File: src/rtl/serializador_carga_paralela.sv
// Parallel-load, serial-out stage feeding the 4-bit serial-in shift register.
// Latency: the first bit appears on out one edge after the load is accepted, then one bit per clock.
// Backpressure: pronto is high when idle and in the last-bit cycle; a load while pronto=0 is ignored.
//
// Ports:
//   clock       - system clock; all state updates on the rising edge
//   reset       - synchronous, active-high; overrides carrega
//   dado        - parallel word, sampled only on an accepted load
//   carrega     - load request
//   pronto      - ready for a new word this cycle (combinational)
//   out         - serial data bit (registered)
//   valido      - out carries a data bit this cycle (registered)
//   fim_palavra - out carries the last bit of a word (registered)
module serializador_carga_paralela #(
  parameter int LARGURA      = 4,
  parameter bit MSB_PRIMEIRO = 1'b1
) (
  input  logic               clock,
  input  logic               reset,
  input  logic [LARGURA-1:0] dado,
  input  logic               carrega,
  output logic               pronto,
  output logic               out,
  output logic               valido,
  output logic               fim_palavra
);

  localparam int            CW     = $clog2(LARGURA);
  localparam logic [CW-1:0] ULTIMO = CW'(LARGURA - 1);

  typedef enum logic {OCIOSO, DESLOCA} estado_t;

  estado_t            state_q, state_d;
  logic [LARGURA-1:0] sr_q, sr_d;
  logic [CW-1:0]      cnt_q, cnt_d;
  logic               out_q, out_d;
  logic               valido_q, valido_d;
  logic               fim_q, fim_d;

  logic ultimo_bit;
  logic aceita;

  // The last-bit cycle doubles as a load slot so words can chain with no gap.
  assign ultimo_bit = (state_q == DESLOCA) && (cnt_q == ULTIMO);
  assign pronto     = (state_q == OCIOSO) || ultimo_bit;
  assign aceita     = carrega && pronto;

  // State register
  always_ff @(posedge clock) begin
    if (reset) begin
      state_q <= OCIOSO;
    end else begin
      state_q <= state_d;
    end
  end

  // Next-state logic
  always_comb begin
    state_d = state_q;
    case (state_q)
      OCIOSO:  if (aceita) state_d = DESLOCA;
      DESLOCA: if (ultimo_bit && !aceita) state_d = OCIOSO;
      default: state_d = OCIOSO;
    endcase
  end

  // Output / datapath next values. Defaults are the idle values, so leaving
  // the last-bit cycle without a new load drops out/valido/fim to zero.
  // sr holds only the bits not yet sent: the first bit goes straight to out
  // on the load edge and the word is stored already shifted by one.
  always_comb begin
    sr_d     = '0;
    cnt_d    = '0;
    out_d    = 1'b0;
    valido_d = 1'b0;
    fim_d    = 1'b0;
    if (aceita) begin
      valido_d = 1'b1;
      if (MSB_PRIMEIRO) begin
        out_d = dado[LARGURA-1];
        sr_d  = dado << 1;
      end else begin
        out_d = dado[0];
        sr_d  = dado >> 1;
      end
    end else if ((state_q == DESLOCA) && !ultimo_bit) begin
      valido_d = 1'b1;
      cnt_d    = cnt_q + CW'(1);
      fim_d    = (cnt_q == (ULTIMO - CW'(1)));
      if (MSB_PRIMEIRO) begin
        out_d = sr_q[LARGURA-1];
        sr_d  = sr_q << 1;
      end else begin
        out_d = sr_q[0];
        sr_d  = sr_q >> 1;
      end
    end
  end

  // Datapath registers
  always_ff @(posedge clock) begin
    if (reset) begin
      sr_q     <= '0;
      cnt_q    <= '0;
      out_q    <= 1'b0;
      valido_q <= 1'b0;
      fim_q    <= 1'b0;
    end else begin
      sr_q     <= sr_d;
      cnt_q    <= cnt_d;
      out_q    <= out_d;
      valido_q <= valido_d;
      fim_q    <= fim_d;
    end
  end

  assign out         = out_q;
  assign valido      = valido_q;
  assign fim_palavra = fim_q;

endmodule
File: config.mk
export PLATFORM = sky130hd
export DESIGN_NAME = serializador_carga_paralela
export DESIGN_NICKNAME = d
export VERILOG_FILES = /design/src/rtl/serializador_carga_paralela.sv
export SDC_FILE = /design/constraint.sdc
export NUM_CORES = 1
export LEC_CHECK = 0
export BUFFER_PORTS_ARGS = -buffer_cell sky130_fd_sc_hd__buf_2
export CAP_MARGIN = 20
export CORE_AREA = 2 2 39 41
export CTS_CLUSTER_SIZE = 8
export DETAILED_ROUTE_END_ITERATION = 10
export DIE_AREA = 0 0 41 43
export PLACE_DENSITY = 0.46
export REMOVE_ABC_BUFFERS = 1
export SYNTH_ARGS = -nofsm -noshare
export SYNTH_HDL_FRONTEND = slang
export SYNTH_SLANG_ARGS = --single-unit
File: constraint.sdc
create_clock -name clock -period 1.1 [get_ports clock]
set_clock_uncertainty 0.05 [all_clocks]
set_input_delay 0.11 -clock clock [delete_from_list [all_inputs] [get_ports clock]]
set_output_delay 0.11 -clock clock [all_outputs]
set_load 0.03 [all_outputs]
==> impl_metrics.ini <==
[grt]
grt_first_pass_wirelength_um = 1080
track_usage = 0.0991
globalRoute.totalOverflow = 0
antenna_violations_before_repair = 0
grt_max_degree = 10
grt_pass1_vias = 279

[cts]
worst_setup_hold_path_clk_slew_ns = 0.06
clock-sinks = 9
clock-root-buffer = clkbuf_4
clock_tree.htree_level_count = 1
cts_tree = yes
max-clock-path-buffers = 2
tritoncts.num_buffers = 3
worstSkewPairLatency_ns = 0.26

[drt]
drt_pass1_iterations = 4
drt_drc_violations_left = 0
routed_wirelength_um = 698
avgViaCountPerCell = 4.15
detail_route.wl_per_cell_um = 10.6
drtAntennaViolNets = 0
drt_iter0_drc = 2
total_number_of_vias = 274

[timing]
setup_viol = 7
hold_violations_final = 0
max_clock_freq_mhz = 815
postLayoutSetupSlackWorst_ns = -0.127
rsz_0062_raised_after_global_routing = yes
layout_worst_path_cycle_share = 1.12
timing.slew.headroom = 0.845
layout_min_cycle_time_ns = 1.23
timing_max_transition_violations_final = 0
worst_pin_slew_ns = 0.233

[setup_path]
arrival_ns = 1.07
worst-path-max-fanout = 2
critical-path-max-stage-delay_ns = 0.34
required_ns = 0.94
crit_chain = ha_4 -> nor2b_4 -> inv_4 -> buf_6
reg2reg_depth = 6
worst_setup_path_end_kind = primary output
r2r_end = out
worst-setup-path-type = reg2out
regToRegStartpoint = cnt_q[0]
rrSetupSlack_ns = -0.09
worst_setup_sp_type = flip-flop
cell_with_the_largest_stage_delay_on_the_worst_path = dfxtp_2

[pwr]
seq_power_share = 0.489
clock_share_of_power = 0.360
power_switching_share = 0.254
logic_pwr_share = 0.151
p_leak_uw = 0.000216
power_density_mw_per_mm2 = 1400
cellInternalPower_uw = 529
ir_drop_mv = 0.480
netSwitchingPower_uw = 180

[place]
placement.cell_area_sq_um = 395
gp_congestion = 0.636
port_buffers = 10

[worst_hold_path]
worst_hold_path_type = in2reg
whs_endpoint = sr_q[1]
worst_hold_startpoint = dado[0]
timing.hold.worst_path_depth = 3

[die]
io_pins = 11
start_util = 0.228
fp.dieW_um = 41
fp.coreArea_sq_mm = 0.00138
die-area_sq_mm = 0.00176
chip_height_um = 43
rows = 14

[synthesis]
seq_area_frac_synth = 0.571
synth-warning-count = 0
postSynthAreaPerCell_sq_um = 9.85
synth.distinct_cells = 12
mappedNetlistArea_sq_um = 315
ys_ff_latch = 9
netlist_instances = 32

[flow_run]
drv.max_cap_violation_count = 0

[finish]
num-nets-final = 60
final_layout_size_suffix_gt1_frac = 0.620
postLayoutCoreUtil = 0.365
final_design_area_no_fill_sq_um = 505
area_delta_synth_final_pct = 60.3
total_inserted_antenna_cells = 0

[outcome]
failed_checks = setup timing
status = complete, but fails checks
power by group through the flow:
stage | registers, uW | clock network (uW) | logic [uW]
6_report | 347 | 255 | 107
5_1_grt | 348 | 289 | 115
4_1_cts | 347 | 262 | 93.1
3_5_place_dp | 352 | 0 | 75.5
3_3_place_gp | 352 | 0 | 75.2
2_1_floorplan | 361 | 0 | 31.7
placed cells by master, fill, tap and decap left out:
cell / Yosys / final
buf_2: 1 / 9
dfxtp_1: 9 / 7
nand2_1: 4 / 4
buf_4: 0 / 4
nand3_1: 3 / 3
a21oi_2: 0 / 3
nor3_2: 0 / 3
clkbuf_4: 0 / 3
nor2_1: 3 / 2
dfxtp_2: 0 / 2
buf_6: 0 / 2
inv_1: 1 / 1
nor2b_4: 1 / 1
inv_4: 0 / 1
nor2_4: 0 / 1
nor3b_2: 1 / 1
ha_1: 2 / 1
ha_4: 0 / 1
clkbuf_1: 0 / 1
sequential cells by signal, summed over array words and instances, names as in the netlist:
name and cells:
out 1, sr_q 3, cnt_q 2, state_q 1, fim_palavra 1, valido 1
worst max-delay path: cells and delay by family (launching register included):
| kind | cells | cell delay [ns] |
|---|---|---|
| adder cells (fa/ha/maj) | 1 | 0.16 |
| AND/OR/NAND/NOR | 1 | 0.13 |
| flip-flops | 1 | 0.34 |
| buffers and inverters | 2 | 0.17 |
layer usage:
metal	wire [um]	GRT usage	part of all wire	up-vias
li1	-	-	-	139
met1	296	0.109	0.42	124
met2	356	0.138	0.51	9
met3	42	0.0314	0.060	2
met4	4	0.100	0.0057	0
met5	0	0	0	-
final cells by class:
class,instances,area [sq um]
Clock buffer,4,26.3
Fill cell,150,878
Inverter,2,10.0
Multi-Input combinational cell,20,169
Sequential cell,9,183
Tap cell,16,20.0
Timing Repair Buffer,15,97.6
how the worst max path moves through the flow:
| stage | startpoint | to | slack (ns) | cells past startpoint |
|---|---|---|---|---|
| after floorplan | cnt_q[0] | out | -0.03 | 5 |
| after global placement | cnt_q[0] | pronto | 0.02 | 4 |
| after detailed placement | cnt_q[0] | pronto | 0.008 | 4 |
| after CTS | cnt_q[0] | pronto | -0.13 | 4 |
| after global routing | cnt_q[0] | pronto | -0.17 | 4 |
| final | cnt_q[0] | pronto | -0.13 | 4 |
synthesized netlist by cell type:
cell     number  area (sq um)
inv_2         1          3.75
nand2_1       4          15.0
inv_1         1          3.75
nor3_1        3          15.0
dfxtp_1       9           180
nor3b_2       1          12.5
nor2b_4       1          13.8
buf_2         1          5.00
nor2_1        3          11.3
a21oi_1       3          15.0
ha_1          2          25.0
nand3_1       3          15.0
logic make-up after synthesis:
logic type / after synthesis / synth area share
AND/OR/NAND/NOR: 15 / 0.262
flip-flops: 9 / 0.571
AO/OA/AOI/OAI: 3 / 0.0476
buffers and inverters: 3 / 0.0396
adder cells (fa/ha/maj): 2 / 0.0794
per-stage QoR:
step / hold slack [ns] / instances / total power [uW] / setup slack (ns) / setup TNS, ns
floorplan: 0.129 / 31 / 392 / -0.0304 / -0.0929
global placement: 0.298 / 59 / 427 / 0.0210 / 0
detailed placement: 0.301 / 59 / 427 / 0.00790 / 0
CTS: 0.0244 / 65 / 702 / -0.126 / -0.255
global route: 0.0405 / 66 / 751 / -0.167 / -0.729
finish: 0.0449 / 66 / 709 / -0.127 / -0.372
repair_timing:
item,4_1_cts,5_1_grt
pin swaps,2,2
hold buffers,0,0
cloned,0,0
gates resized for setup,10,6
buffers inserted,3,1
endpoints found under the setup margin,3,10
Note: power is estimated with default switching activity, not from simulation.
